File: config.mk
export PLATFORM = sky130hd
export DESIGN_NAME = mult_seq_ctrl
export DESIGN_NICKNAME = d
export VERILOG_FILES = /design/src/rtl/mult_seq_ctrl.sv
export SDC_FILE = /design/constraint.sdc
export NUM_CORES = 1
export LEC_CHECK = 0
export BUFFER_PORTS_ARGS = -buffer_cell sky130_fd_sc_hd__buf_2
export CAP_MARGIN = 20
export CORE_AREA = 2 2 39 41
export DETAILED_ROUTE_END_ITERATION = 8
export DIE_AREA = 0 0 41 43
export GPL_TIMING_DRIVEN = 0
export HOLD_SLACK_MARGIN = 0.08
export PLACE_DENSITY_LB_ADDON = 0.12
export SETUP_SLACK_MARGIN = 0.5
export SLEW_MARGIN = 15
export SYNTH_ARGS = -nofsm -noshare
export SYNTH_HDL_FRONTEND = slang
export SYNTH_SLANG_ARGS = --single-unit
File: constraint.sdc
create_clock -name clk -period 1.4 [get_ports clk]
set_input_delay 0.21 -clock clk [delete_from_list [all_inputs] [get_ports clk]]
set_output_delay 0.21 -clock clk [all_outputs]
set_load 0.005 [all_outputs]
File: src/rtl/mult_seq_ctrl.sv
// Sequencing controller for a WIDTH x WIDTH shift-add multiplier datapath.
// Optional macro MULT_CTRL_SKIP_ZERO_EN: shift in the ADD cycle when b_lsb=0 and bypass SHIFT.
module mult_seq_ctrl #(
    parameter int WIDTH = 4
) (
    input  logic clk,
    input  logic rst,
    input  logic start,
    input  logic b_lsb,
    output logic busy,
    output logic done,
    output logic clr_acc,
    output logic ld_A,
    output logic ld_B,
    output logic add_en,
    output logic shift_en,
    output logic ld_out
);

    localparam int CW = (WIDTH > 1) ? $clog2(WIDTH) : 1;
    localparam logic [CW-1:0] CNT_LAST = CW'(WIDTH - 1);
    localparam logic [CW-1:0] CNT_ONE  = CW'(1);

    typedef enum logic [2:0] {
        S_IDLE  = 3'd0,
        S_LOAD  = 3'd1,
        S_ADD   = 3'd2,
        S_SHIFT = 3'd3,
        S_STORE = 3'd4,
        S_DONE  = 3'd5
    } state_t;

    state_t          state_q, state_d;
    logic [CW-1:0]   cnt_q, cnt_d;
    logic            busy_q, busy_d;
    logic            done_q, done_d;
    logic            clr_acc_q, clr_acc_d;
    logic            ld_a_q, ld_a_d;
    logic            ld_b_q, ld_b_d;
    logic            shift_q, shift_d;
    logic            ld_out_q, ld_out_d;
    logic            skip_shift_s;

    // Next-state and step-counter logic
    always_comb begin
        state_d      = state_q;
        cnt_d        = cnt_q;
        skip_shift_s = 1'b0;
        case (state_q)
            S_IDLE: begin
                if (start) begin
                    state_d = S_LOAD;
                end else begin
                    state_d = S_IDLE;
                end
            end
            S_LOAD: begin
                cnt_d   = {CW{1'b0}};
                state_d = S_ADD;
            end
            S_ADD: begin
`ifdef MULT_CTRL_SKIP_ZERO_EN
                // A zero multiplier bit needs no add, so shift right away.
                if (!b_lsb) begin
                    skip_shift_s = 1'b1;
                    if (cnt_q == CNT_LAST) begin
                        state_d = S_STORE;
                    end else begin
                        cnt_d   = cnt_q + CNT_ONE;
                        state_d = S_ADD;
                    end
                end else begin
                    state_d = S_SHIFT;
                end
`else
                state_d = S_SHIFT;
`endif
            end
            S_SHIFT: begin
                if (cnt_q == CNT_LAST) begin
                    state_d = S_STORE;
                end else begin
                    cnt_d   = cnt_q + CNT_ONE;
                    state_d = S_ADD;
                end
            end
            S_STORE: begin
                state_d = S_DONE;
            end
            S_DONE: begin
                state_d = S_IDLE;
            end
            default: begin
                state_d = S_IDLE;
                cnt_d   = {CW{1'b0}};
            end
        endcase
    end

    // Moore outputs decoded from the next state so they are registered with it
    always_comb begin
        busy_d    = (state_d != S_IDLE);
        ld_a_d    = (state_d == S_LOAD);
        ld_b_d    = (state_d == S_LOAD);
        clr_acc_d = (state_d == S_LOAD);
        shift_d   = (state_d == S_SHIFT);
        ld_out_d  = (state_d == S_STORE);
        done_d    = (state_d == S_DONE);
    end

    // State, counter and registered outputs
    always_ff @(posedge clk) begin
        if (rst) begin
            state_q   <= S_IDLE;
            cnt_q     <= {CW{1'b0}};
            busy_q    <= 1'b0;
            ld_a_q    <= 1'b0;
            ld_b_q    <= 1'b0;
            clr_acc_q <= 1'b0;
            shift_q   <= 1'b0;
            ld_out_q  <= 1'b0;
            done_q    <= 1'b0;
        end else begin
            state_q   <= state_d;
            cnt_q     <= cnt_d;
            busy_q    <= busy_d;
            ld_a_q    <= ld_a_d;
            ld_b_q    <= ld_b_d;
            clr_acc_q <= clr_acc_d;
            shift_q   <= shift_d;
            ld_out_q  <= ld_out_d;
            done_q    <= done_d;
        end
    end

    // b_lsb arrives in the ADD cycle itself, so add_en must stay combinational.
    assign add_en   = (state_q == S_ADD) & b_lsb;
    assign shift_en = shift_q | skip_shift_s;
    assign busy     = busy_q;
    assign done     = done_q;
    assign clr_acc  = clr_acc_q;
    assign ld_A     = ld_a_q;
    assign ld_B     = ld_b_q;
    assign ld_out   = ld_out_q;

endmodule

==> impl_metrics.env <==
export IMPL_met2_length_um=389
export IMPL_fin_worst_skew_ns=0.00296
export IMPL_end_kind="output pin"
export IMPL_synth_cell_area_um2=445
export IMPL_routedWlPerCell_um=10.8
export IMPL_cts_buffers_inserted=3
export IMPL_count_of_antenna_diodes_in_the_layout=0
export IMPL_worstHoldStart="start"
export IMPL_nNetsFinal=67
export IMPL_worstHoldPathCells=2
export IMPL_yosys_most_used_dff="sky130_fd_sc_hd__dfxtp_1"
export IMPL_report_final_slew_viol_count=0
export IMPL_clockRootBuffer="sky130_fd_sc_hd__clkbuf_4"
export IMPL_register_to_register_path_depth=4
export IMPL_largest_net_degree_at_the_start_of_global_routing=11
export IMPL_synth_common_cells="10 x sky130_fd_sc_hd__dfxtp_1, 5 x sky130_fd_sc_hd__nor2_1"
export IMPL_synth_area_top_cells="sky130_fd_sc_hd__dfxtp_1 45%, sky130_fd_sc_hd__buf_6 5.1%, sky130_fd_sc_hd__nor2_1 4.2%, sky130_fd_sc_hd__a221oi_2 3.4%, sky130_fd_sc_hd__buf_4 3.4%"
export IMPL_synthCells=44
export IMPL_final_hold_worst_slack_ns=0.186
export IMPL_clkSinkCount=10
export IMPL_power_share_of_the_combinational_group_pct=14.9
export IMPL_hold_viol=0
export IMPL_num_vias=371
export IMPL_critical_path_required_ns=1.19
export IMPL_detail_route_iter0_violations=5
export IMPL_area_share_of_the_largest_cell_type_after_synthesis_pct=44.9
export IMPL_synth_edff_count=0
export IMPL_min_delay_path_class="input pin to flip-flop"
export IMPL_finalSetupTns_ns=0
export IMPL_clockPowerShare_pct=38.6
export IMPL_grt_pass1_wl_mm=1.44
export IMPL_average_cell_area_after_synthesis_um2=10.1
export IMPL_setup_violations=0
export IMPL_synth_cell_types=24
export IMPL_routed_via_density=4.82
export IMPL_max_cap_violations=0
export IMPL_synth_net_count=49
export IMPL_yosysMostFrequentCell="sky130_fd_sc_hd__dfxtp_1"
export IMPL_ys_warnings_count=0
export IMPL_final_period_utilization_pct=90.6
export IMPL_globalRouteOverflowTotal=0
export IMPL_worst_setup_path_start_kind="flip-flop"
export IMPL_core_um2=1380
export IMPL_worstPathMaxFanout=9
export IMPL_design_portCount=12
export IMPL_period_needed_ns=1.27
export IMPL_syn2layout_area_growth_pct=50.0
export IMPL_rows=14
export IMPL_synth_largest_area_cell="sky130_fd_sc_hd__dfxtp_1"
export IMPL_placement_io_buffers=10
export IMPL_route_final_wire_length_um=834
export IMPL_final_layout_size_suffix_gt1_share_pct=63.9
export IMPL_wl_met3_um=43
export IMPL_r2r_start="state_q[2]$_SDFF_PP0_"
export IMPL_power_density_nw_per_um2=1010
export IMPL_share_seq_of_total_power_pct=46.5
export IMPL_antenna_found_initial=0
export IMPL_slew_limit_headroom_pct=79.7
export IMPL_clock_tree_htree_level_count=1
export IMPL_clk_transition_reported_paths_ns=0.07
export IMPL_power_switching_share_pct=23.5
export IMPL_drcViolationCount=0
export IMPL_leakage_nw=0.291
export IMPL_route_top_layer_used="met4"
export IMPL_grt_total_usage_pct=12.2
export IMPL_clk_insertion_delay_late_ns=0.27
export IMPL_route_antenna_remaining_nets=0
export IMPL_max_clock_freq_mhz=788
export IMPL_rsz_0062_raised_after_global_routing="yes"
export IMPL_die_y_um=43
export IMPL_cts_buffer_depth=2
export IMPL_drt_pre_antenna_iters=3
export IMPL_detailedPlacementHpwl_um=570
export IMPL_grt_pass1_vias=355
export IMPL_clock_tree_from_tritoncts="done"
export IMPL_synth_seq_cells=10
export IMPL_timing_rr_end="busy$_SDFF_PP0_"
export IMPL_routabilityCongestion=0.645
export IMPL_power_net_switching_mw=0.159
export IMPL_cp_arrival_ns=1.06
export IMPL_tightest_slew_ns=0.305
export IMPL_synth_sequential_area_ratio_pct=44.9
export IMPL_crit_type="flip-flop to output pin"
export IMPL_status="complete, no violations"
export IMPL_cts_hold_buffers=0
export IMPL_synthArstFlopShare_pct=0
export IMPL_floorplan_initialDensity_pct=32.2
export IMPL_peak_ir_drop_on_the_vdd_network_uv=496
export IMPL_timing_reg2reg_setup_slack_ns=0.14
export IMPL_die_w_um=41
export IMPL_m1WireLength_um=393
export IMPL_intPower_mw=0.516
export IMPL_design_die_area_um2=1760
export IMPL_holdPathEnd="ld_B$_SDFF_PP0_"
==> how the worst max path moves through the flow <==
stage	from	endpoint	slack [ns]	cells past startpoint
after floorplan	state_q[2]$_SDFF_PP0_	busy$_SDFF_PP0_	0.20	4
after global placement	rst	busy$_SDFF_PP0_	0.14	4
after detailed placement	rst	busy$_SDFF_PP0_	0.15	4
after CTS	state_q[2]$_SDFF_PP0_	add_en	0.13	4
after global routing	state_q[2]$_SDFF_PP0_	add_en	0.07	4
final	state_q[2]$_SDFF_PP0_	add_en	0.13	4
==> cells by family (layout without fill, tap and decap cells) <==
logic type | Yosys count | count (layout) | synth area share [%]
AOI/OAI and AO/OA | 9 | 9 | 18.0
and+or+nand+nor | 16 | 16 | 21.9
DFF | 10 | 10 | 44.9
buffers and inverters | 8 | 25 | 12.4
adders and majority gates | 1 | 1 | 2.81
==> layout make-up <==
class	count	area (um^2)
flip-flops and latches	10	218
multi-input cells	26	224
repair buffers	13	101
plain buffers	6	61.3
inverters	2	7.51
clock buffers	4	36.3
well taps	16	20.0
fillers	135	716
==> sequential cells by signal, indices dropped and copies added (netlist names) <==
signal    flops
ld_B          1
cnt_q         2
ld_out        1
busy          1
shift_en      1
state_q       3
done          1
==> worst max-delay path, stage by stage (launching register included) <==
cell                      delay, ns
sky130_fd_sc_hd__dfxtp_1       0.31
sky130_fd_sc_hd__buf_6         0.13
sky130_fd_sc_hd__nor2_4        0.11
sky130_fd_sc_hd__and3_1        0.15
sky130_fd_sc_hd__buf_2         0.10
==> per-layer routing <==
metal | global-route usage [%] | vias up
met5 | 0 | -
met4 | 4.00 | 0
met3 | 6.28 | 2
met2 | 16.9 | 8
met1 | 15.9 | 173
li1 | - | 188
==> per-stage QoR <==
| step | power (mW) | std cells | setup slack (ns) | utilization [%] | instance area (um^2) |
|---|---|---|---|---|---|
| floorplan | 0.376 | 44 | 0.200 | - | 479 |
| global placement | 0.400 | 70 | 0.141 | 39.7 | 549 |
| detailed placement | 0.400 | 70 | 0.148 | 39.7 | 549 |
| CTS | 0.677 | 76 | 0.128 | 45.4 | 628 |
| global route | 0.709 | 77 | 0.0726 | 48.3 | 668 |
| finish | 0.675 | 77 | 0.132 | 48.3 | 668 |
==> cell usage in the layout, fill, tap and decap left out, drive strengths merged, types with 2 or more instances in the layout <==
| cell | count |
|---|---|
| and3 | 2 |
| buf | 19 |
| clkbuf | 4 |
| dfxtp | 10 |
| inv | 2 |
| nor2 | 5 |
| nor3 | 2 |
| o21ai | 2 |
==> timing repair <==
action                     CTS  global route
pin swaps                    1             2
gates resized for setup      8             9
setup endpoints to repair   10            14
gates cloned                 1             0
setup buffers                1             1
==> power groups by stage <==
stage	Clock [mW]	Combinational (mW)	Sequential, mW
finish	0.261	0.101	0.314
global route	0.282	0.111	0.316
CTS	0.270	0.0935	0.314
detailed placement	0	0.0825	0.318
global placement	0	0.0823	0.318
floorplan	0	0.0585	0.318
(Power assumes the default switching activity.)
